## src/rtl/timer_bank.sv

```systemverilog
// timer_bank: NUM_TIMERS programmable up-counters sharing one prescaler.
// Each timer has a preload, start, mask and one-shot/auto-reload mode. It
// raises a one-cycle overflow pulse and a sticky flag, and the flags drive
// the status byte and the active-low IRQ.
module timer_bank #(
  parameter int         NUM_TIMERS      = 2,
  parameter int         COUNT_WIDTH     = 8,
  parameter int         TICK_DIV        = 256,
  parameter int         RATIO_LOG2      = 2,
  parameter logic [7:0] TIMER_BASE_ADDR = 8'h02,
  parameter logic [7:0] CTRL_ADDR       = 8'h04,
  parameter logic [7:0] MODE_ADDR       = 8'h05
) (
  input  logic                              clk,
  input  logic                              reset,
  input  logic                              wr_valid,
  input  logic [7:0]                        wr_addr,
  input  logic [7:0]                        wr_data,
  input  logic [NUM_TIMERS-1:0]             force_overflow,
  output logic                              irq_n,
  output logic [7:0]                        status,
  output logic [NUM_TIMERS-1:0]             overflow_pulse,
  output logic [NUM_TIMERS*COUNT_WIDTH-1:0] count
);

  localparam int PRE_W = $clog2(TICK_DIV);
  localparam int SUB_W = ((NUM_TIMERS - 1) * RATIO_LOG2 > 0) ? (NUM_TIMERS - 1) * RATIO_LOG2 : 1;
  localparam logic [COUNT_WIDTH-1:0] ALL_ONES = '1;

  logic [PRE_W-1:0]      prescaler;
  logic                  base_tick;
  logic                  ctrl_wr;
  logic                  irq_clr;
  logic                  mode_wr;
  logic [NUM_TIMERS-1:0] flag;

  assign ctrl_wr   = wr_valid && (wr_addr == CTRL_ADDR);
  assign irq_clr   = ctrl_wr && wr_data[7];
  assign mode_wr   = wr_valid && (wr_addr == MODE_ADDR);
  assign base_tick = (prescaler == PRE_W'(TICK_DIV - 1));

  // Free-running prescaler, wraps after TICK_DIV-1
  always_ff @(posedge clk) begin
    if (reset)          prescaler <= '0;
    else if (base_tick) prescaler <= '0;
    else                prescaler <= prescaler + 1'b1;
  end

  for (genvar g = 0; g < NUM_TIMERS; g++) begin : g_timer
    localparam logic [7:0]       PRELOAD_ADDR = TIMER_BASE_ADDR + 8'(g);
    localparam logic [SUB_W-1:0] SUB_MAX      = SUB_W'((1 << (g * RATIO_LOG2)) - 1);

    logic                   start_r, start_q, mask_r, mode_r, flag_r, pulse_r;
    logic                   run, tick, wrap;
    logic [COUNT_WIDTH-1:0] preload_r, cnt_r;
    logic [SUB_W-1:0]       sub_r;

    // The start-edge cycle only loads; counting begins the cycle after.
    assign run  = start_r & start_q;
    assign tick = run & base_tick & (sub_r == SUB_MAX);
    assign wrap = tick & (cnt_r == ALL_ONES);

    // Preload register; a write while running only matters at the next load
    always_ff @(posedge clk) begin
      if (reset)                                    preload_r <= '0;
      else if (wr_valid && wr_addr == PRELOAD_ADDR) preload_r <= wr_data[COUNT_WIDTH-1:0];
    end

    // Control bits; a host CTRL write overrides the one-shot self-stop
    always_ff @(posedge clk) begin
      if (reset) begin
        start_r <= 1'b0;
        start_q <= 1'b0;
        mask_r  <= 1'b0;
        mode_r  <= 1'b0;
      end else begin
        start_q <= start_r;
        if (ctrl_wr && !wr_data[7]) begin
          start_r <= wr_data[g];
          mask_r  <= wr_data[6-g];
        end else if (wrap && mode_r) begin
          start_r <= 1'b0;
        end
        if (mode_wr) mode_r <= wr_data[g];
      end
    end

    // Sub-counter divides base ticks; counter loads on start edge, reloads on overflow
    always_ff @(posedge clk) begin
      if (reset) begin
        cnt_r <= '0;
        sub_r <= '0;
      end else if (start_r && !start_q) begin
        cnt_r <= preload_r;
        sub_r <= '0;
      end else if (run && base_tick) begin
        if (sub_r == SUB_MAX) begin
          sub_r <= '0;
          cnt_r <= wrap ? preload_r : cnt_r + 1'b1;
        end else begin
          sub_r <= sub_r + 1'b1;
        end
      end
    end

    // Registered overflow pulse
    always_ff @(posedge clk) begin
      if (reset) pulse_r <= 1'b0;
      else       pulse_r <= wrap;
    end

    // Sticky flag; IRQ reset wins over a simultaneous set
    always_ff @(posedge clk) begin
      if (reset)                                       flag_r <= 1'b0;
      else if (irq_clr)                                flag_r <= 1'b0;
      else if ((pulse_r | force_overflow[g]) & ~mask_r) flag_r <= 1'b1;
    end

    assign flag[g]                                  = flag_r;
    assign overflow_pulse[g]                        = pulse_r;
    assign count[g*COUNT_WIDTH +: COUNT_WIDTH]      = cnt_r;
  end

  assign status[7] = |flag;
  for (genvar b = 0; b < 7; b++) begin : g_status
    if (6 - b < NUM_TIMERS) begin : g_flag_bit
      assign status[b] = flag[6-b];
    end else begin : g_zero_bit
      assign status[b] = 1'b0;
    end
  end

  // Active-low IRQ follows the flags one cycle later
  always_ff @(posedge clk) begin
    if (reset) irq_n <= 1'b1;
    else       irq_n <= ~(|flag);
  end

endmodule

```

## config.mk

```make
export PLATFORM = sky130hd
export DESIGN_NAME = timer_bank
export DESIGN_NICKNAME = d
export VERILOG_FILES = /design/src/rtl/timer_bank.sv
export SDC_FILE = /design/constraint.sdc
export NUM_CORES = 1
export LEC_CHECK = 0
export BUFFER_PORTS_ARGS = -buffer_cell sky130_fd_sc_hd__buf_4
export CORE_MARGIN = 10
export CORE_UTILIZATION = 63
export CTS_BUF_LIST = sky130_fd_sc_hd__clkbuf_2
export DETAILED_ROUTE_END_ITERATION = 16
export PLACE_DENSITY = 0.91
export SLEW_MARGIN = 10
export SYNTH_ARGS = -nofsm -noshare
export SYNTH_HDL_FRONTEND = slang
export SYNTH_SLANG_ARGS = --single-unit
```

## constraint.sdc

```tcl
create_clock -name clk -period 5.5 [get_ports clk]
set_input_delay 1.1 -clock clk [delete_from_list [all_inputs] [get_ports clk]]
set_output_delay 1.1 -clock clk [all_outputs]
set_load 0.05 [all_outputs]
```

==> summary.txt, run 1 <==
unrepaired setup endpoints after global routing = false
status = finished, final reports clean
sequential share of the synthesized area = 39.83%
Via density = 6.173
global placement routability congestion = 0.8899
Worst R2R End = g_timer[0].cnt_r[1]
Hold Crit Class = flop to flop
synth-to-layout area growth = 11.70%
clock sink count = 57
Distinct cells, synth = 54
clock power share = 29.3%
Max Cap Viol = 0
CTS Hold Bufs = 0
Post-Layout Cell Count = 416
diode count = 0
dominant cells by area after synthesis = dfxtp_1 40%, mux2i_1 8.0%, nor2_1 5.6%
clock latency at the later pin of the worst-skew pair = 0.48 ns
CTS tree = built
Async SR Flop Fraction = 0%
total power = 671.0 uW
reg2reg path depth = 5
RR Startpoint = prescaler[0]
first-pass GRT wire length = 11700 um
largest net degree at the start of global routing = 52
final hold slack = 0.5061 ns
nets = 387
Setup crit end kind = flop
DRT antenna net count = 0
Synth Warn # = 0
dpl cells = 401
Fin Clk Skew = 0.02350 ns
cts repair resizes = 0
Detail Placement HPWL = 5137 um
io pins = 48
Vias = 2568
Cell Rows = 24
most frequent cells in the layout = 57 x dfxtp_1, 43 x nor2_1, 42 x buf_4
Main synth FF type = dfxtp_1
reg-to-reg slack, setup = 3.08 ns
DR DRC count = 0
die area = 7646 um^2
final setup vio count = 0
vias in the first global route = 2476
crit path max fanout = 8
Crit path arrival time = 2.84 ns
fin crit share = 45.21%
die height = 87.44 um
Worst Max-Slew Pin Slew = 0.7513 ns
syn_area_per_cell = 8.762 um^2
Worst EP required = 5.85 ns
crit path capture = g_timer[0].preload_r[1]
setup TNS = 0 ns
Clock Path Buffers = 2
count of final hold-check violations = 0
crit path launch type = input pin
top-area cell type share of the netlist area = 39.83%
GRT Overall Usage = 18.81%
Internal Power = 485.1 uW
root buf cell = clkbuf_2
fin crit period = 2.487 ns
Static Leakage = 1.099 nW
most common cell after layout, fill and taps aside = dfxtp_1
Comb pwr share = 8.2%
Syn Inst Count = 327
switch share = 27.71%
switching power = 185.9 uW
DRT Wirelength = 7054 um
Slew Viols, Final = 0
achievable frequency = 0.4021 GHz
gr ovfl total = 0
total CTS buffers = 9
share of cells above drive strength 1 = 17.58%
EDFF count, synth = 0
sequential share of power = 62.5%
synthesized flop and latch total = 57
cell taking the most area after synthesis = dfxtp_1
initial drt markers = 213
Setup CP Type = input pin to flop
antenna violations before repair = 0
I/O Buffers = 42
1st-pass router iterations = 4
post-DR wirelength/cell = 16.96 um
H-Tree Depth = 3
Die Wd = 87.44 um
initial core utilization = 65.35%
crit path launch = wr_addr[5]
final core occ = 73.00%
mapped cell area = 2865 um^2
Worst slew margin = 49.54%
Peak VDD IR = 0.0001274 V
clk slew on worst S/H paths = 0.13 ns
Post-CTS Setup Repair Bufs = 0
Pwr Density = 209.7 nW/um^2
Core Box Area = 4384 um^2
-- per-layer routing --
layer / routed length [um] / vias to the layer above / track usage (%)
met5: 0 / - / 0
met4: 140 / 0 / 9.855
met3: 582 / 14 / 5.150
met2: 3365 / 89 / 29.63
met1: 2965 / 1215 / 22.73
li1: - / 1250 / -
-- registers in the layout, indices dropped and copies added (netlist names) --
register	cells
irq_n	1
g_timer.cnt_r	16
g_timer.start_r	2
g_timer.start_q	2
prescaler	8
g_timer.preload_r	16
g_timer.pulse_r	2
g_timer.mask_r	2
g_timer.sub_r	4
g_timer.mode_r	2
g_timer.flag_r	2
-- critical path, stage by stage --
cell and delay, ns:
buf_4 0.11, or4_4 0.60, nor4_4 0.71, mux2i_1 0.26, nor2_1 0.06
-- per-stage QoR --
stage                     worst slack (ns)  cell area [um^2]
after floorplan                      2.780              2880
after global placement               2.568              3129
after detailed placement             2.523              3129
after CTS                            3.039              3201
after global routing                 2.897              3201
final                                3.013              3201
-- power groups by stage --
stage                     clock (mW)  sequential, mW  combinational, mW
after CTS                      0.201           0.420             0.0551
after detailed placement           0           0.428             0.0549
after floorplan                    0           0.430             0.0357
final                          0.196           0.420             0.0550
after global placement             0           0.428             0.0539
after global routing           0.217           0.420             0.0589
-- logic make-up (layout without fill, tap and decap cells) --
| logic type | count (synthesis) | after routing | share of synthesized area, % |
|---|---|---|---|
| AOI/OAI and AO/OA | 60 | 60 | 14.76 |
| xor gates and xnor gates | 7 | 7 | 2.140 |
| adders and majority gates | 6 | 6 | 2.620 |
| buffers and inverters | 39 | 72 | 6.550 |
| DFF | 57 | 57 | 39.83 |
| muxes | 25 | 25 | 8.821 |
| other | 1 | 5 | 0.1309 |
| and+or+nand+nor | 132 | 132 | 25.15 |
-- cells in the mapped netlist (4+ instances only) --
library cell,n
dfxtp_1,57
nand3_1,17
nor2_1,43
a31oi_1,4
ha_1,6
o21ai_0,10
nor3_1,8
nor4_1,10
nand2b_1,5
o21bai_1,4
nand4_1,11
xnor2_1,4
clkbuf_1,12
inv_1,14
buf_4,9
nand2_1,14
mux2i_1,23
a21oi_1,10
or3_1,5
-- area by class of cell --
type | count | area (um^2)
multi-input combinational | 235 | 1551
fill | 345 | 1184
sequential | 57 | 1141
timing repair buffer | 42 | 315.3
tap | 52 | 65.06
inverter | 15 | 56.30
clock buffer | 9 | 45.04
clock inverter | 6 | 26.28
-- worst min-delay path by stage --
stage                                        from                  end  depth (start not counted)
final                                prescaler[0]         prescaler[0]                          1
after CTS                            prescaler[0]         prescaler[0]                          1
after floorplan           g_timer[1].preload_r[1]  g_timer[1].cnt_r[1]                          2
after global placement        g_timer[0].sub_r[0]  g_timer[0].sub_r[0]                          2
after detailed placement             prescaler[0]         prescaler[0]                          1
after global routing          g_timer[0].sub_r[0]  g_timer[0].sub_r[0]                          2
(Power assumes the default switching activity.)
==> run 2, diff against run 1 <==
- CORE_UTILIZATION: 63 -> 58
- PLACE_DENSITY: 0.91 -> 0.85
- clock period: 5.5 -> 2.5 ns (I/O delays scaled with it)
==> run 2 against run 1 <==
Compared with the run above: setup slack got worse by 2.7 ns; hold slack got worse by 0.25 ns; global-route usage decreased by 2.1 points; clock power increased to 3.2 times the previous value; critical path depth unchanged; sequential power increased by 120%; via count decreased by 0.62%; combinational power increased by 120%; flip-flop and latch count unchanged; final area increased by 3.6%; highest routed layer unchanged.
==> summary.txt, run 2 (synthesis gave the netlist of run 1 again) <==
crit path max fanout = 8 (unchanged)
io pins = 48 (unchanged)
Worst Max-Slew Pin Slew = 0.6690 ns (-0.08234 ns)
H-Tree Depth = 3 (unchanged)
Max Cap Viol = 0 (unchanged)
most frequent cells in the layout = 57 x dfxtp_1, 48 x buf_4, 43 x nor2_1
fin crit share = 86.60%
Crit path arrival time = 2.57 ns (-0.27 ns)
Peak VDD IR = 0.0003980 V (+210%)
global placement routability congestion = 0.9790 (+10%)
status = finished, final reports clean
gr ovfl total = 0 (unchanged)
count of final hold-check violations = 0 (unchanged)
cts repair resizes = 0 (unchanged)
diode count = 0 (unchanged)
reg2reg path depth = 5 (unchanged)
clk slew on worst S/H paths = 0.20 ns (+0.07 ns)
fin crit period = 2.165 ns
Post-CTS Setup Repair Bufs = 0 (unchanged)
Placed Area = 3193 um^2 (+2.0%)
fin area = 3316 um^2 (+3.6%)
1st-pass router iterations = 4 (unchanged)
root buf cell = clkbuf_2
Hold Crit Class = input pin to flop
Via density = 5.826 (-5.6%)
reg-to-reg slack, setup = 0.34 ns (-2.74 ns)
vias in the first global route = 2503 (+1.1%)
final setup vio count = 0 (unchanged)
DRT Wirelength = 6884 um (-2.4%)
Fin Clk Skew = 0.02750 ns (+0.004001 ns)
Worst path max stage delay = 0.61 ns (-0.10 ns)
Worst EP required = 2.91 ns (-2.94 ns)
achievable frequency = 0.4619 GHz
worst hold path cell count = 3 (+2)
antenna violations before repair = 0 (unchanged)
crit path launch type = flop
Clock Path Buffers = 2 (unchanged)
Static Leakage = 1.156 nW (+5.2%)
GRT Overall Usage = 16.69% (-2.1 points)
die area = 8151 um^2 (+6.6%)
Cell Rows = 25 (+4.2%)
Setup crit end kind = flop
critical path cell sequence = ha_1 -> nand3_1 -> or3_1 -> or3_1 -> a31oi_1
unrepaired setup endpoints after global routing = false
CTS Hold Bufs = 0 (unchanged)
Core Box Area = 4755 um^2 (+8.4%)
synth-to-layout area growth = 15.72%
Slew Viols, Final = 0 (unchanged)
Detail Placement HPWL = 5019 um (-2.3%)
DRT antenna net count = 0 (unchanged)
Vias = 2552 (-0.62%)
clock sink count = 57 (unchanged)
share of cells above drive strength 1 = 20.49% (+2.9 points)
initial core utilization = 60.26% (-5.1 points)
initial drt markers = 251 (+18%)
Worst slew margin = 55.31% (+5.8 points)
total CTS buffers = 9 (unchanged)
Die Wd = 90.29 um (+3.3%)
setup TNS = 0 ns (unchanged)
CTS tree = built
nets = 393 (+1.6%)
Pwr Density = 504.1 nW/um^2 (+140%)
most common cell after layout, fill and taps aside = dfxtp_1
die height = 90.29 um (+3.3%)
clock latency at the later pin of the worst-skew pair = 0.49 ns (about the same)
CP most frequent cell = or3_1
Setup CP Type = flop to flop
Top Registers = g_timer.cnt_r: 16 flops, g_timer.preload_r: 16 flops, prescaler: 8 flops
I/O Buffers = 42 (unchanged)
first-pass GRT wire length = 11510 um (-1.6%)
post-DR wirelength/cell = 15.72 um (-7.3%)
DR DRC count = 0 (unchanged)
Worst path slowest cell = or3_1
largest net degree at the start of global routing = 51 (-1.9%)
run 2: worst max-delay path: cells and delay by family (launching register included):
family	cells	cell delay (ns)
flops	1	0.41
simple gates	3	1.32
compound gates	1	0.16
fa+ha+maj	1	0.22
run 2: final timing paths:
path | end | startpoint
worst max-delay path | g_timer[0].cnt_r[7] | prescaler[0]
worst max register to register | g_timer[0].cnt_r[7] | prescaler[0]
worst min-delay path | g_timer[0].preload_r[4] | wr_data[4]
worst min register to register | g_timer[1].sub_r[1] | g_timer[1].sub_r[1]
run 2: metal layers:
metal	up-vias	wire length (um)	global-route usage, %
met5	-	0	0
met4	0	108	7.294
met3	10	417	6.151
met2	81	3266	26.15
met1	1196	3091	19.99
li1	1265	-	-
run 2: layout make-up:
type / instances / area [um^2]
inverter: 15 / 56.30
clock inverter: 7 / 77.57
tap: 67 / 83.83
sequential: 57 / 1141
clock buffer: 9 / 45.04
timing repair buffer: 48 / 360.3
fill: 392 / 1439
multi-input combinational: 235 / 1551
run 2: power breakdown:
group	switching (mW)	internal, mW	leakage (nW)	total, mW
Clock	0.386	0.239	0.0729	0.625
Combinational	0.0803	0.0422	0.622	0.122
Sequential	0.00588	0.918	0.461	0.924
run 2: metrics by stage:
| stage | total power, mW | hold slack [ns] | worst slack [ns] | instances | utilization, % |
|---|---|---|---|---|---|
| 6_report | 1.672 | 0.2515 | 0.3350 | 438 | 69.74 |
| 5_1_grt | 1.724 | 0.2113 | 0.1975 | 438 | 69.74 |
| 4_1_cts | 1.681 | 0.2251 | 0.3670 | 438 | 69.74 |
| 3_5_place_dp | 1.065 | 0.4725 | 0.3668 | 422 | 67.16 |
| 3_3_place_gp | 1.063 | 0.4674 | 0.4058 | 422 | 67.16 |
| 2_1_floorplan | 1.025 | 0.4466 | 0.3799 | 331 | - |
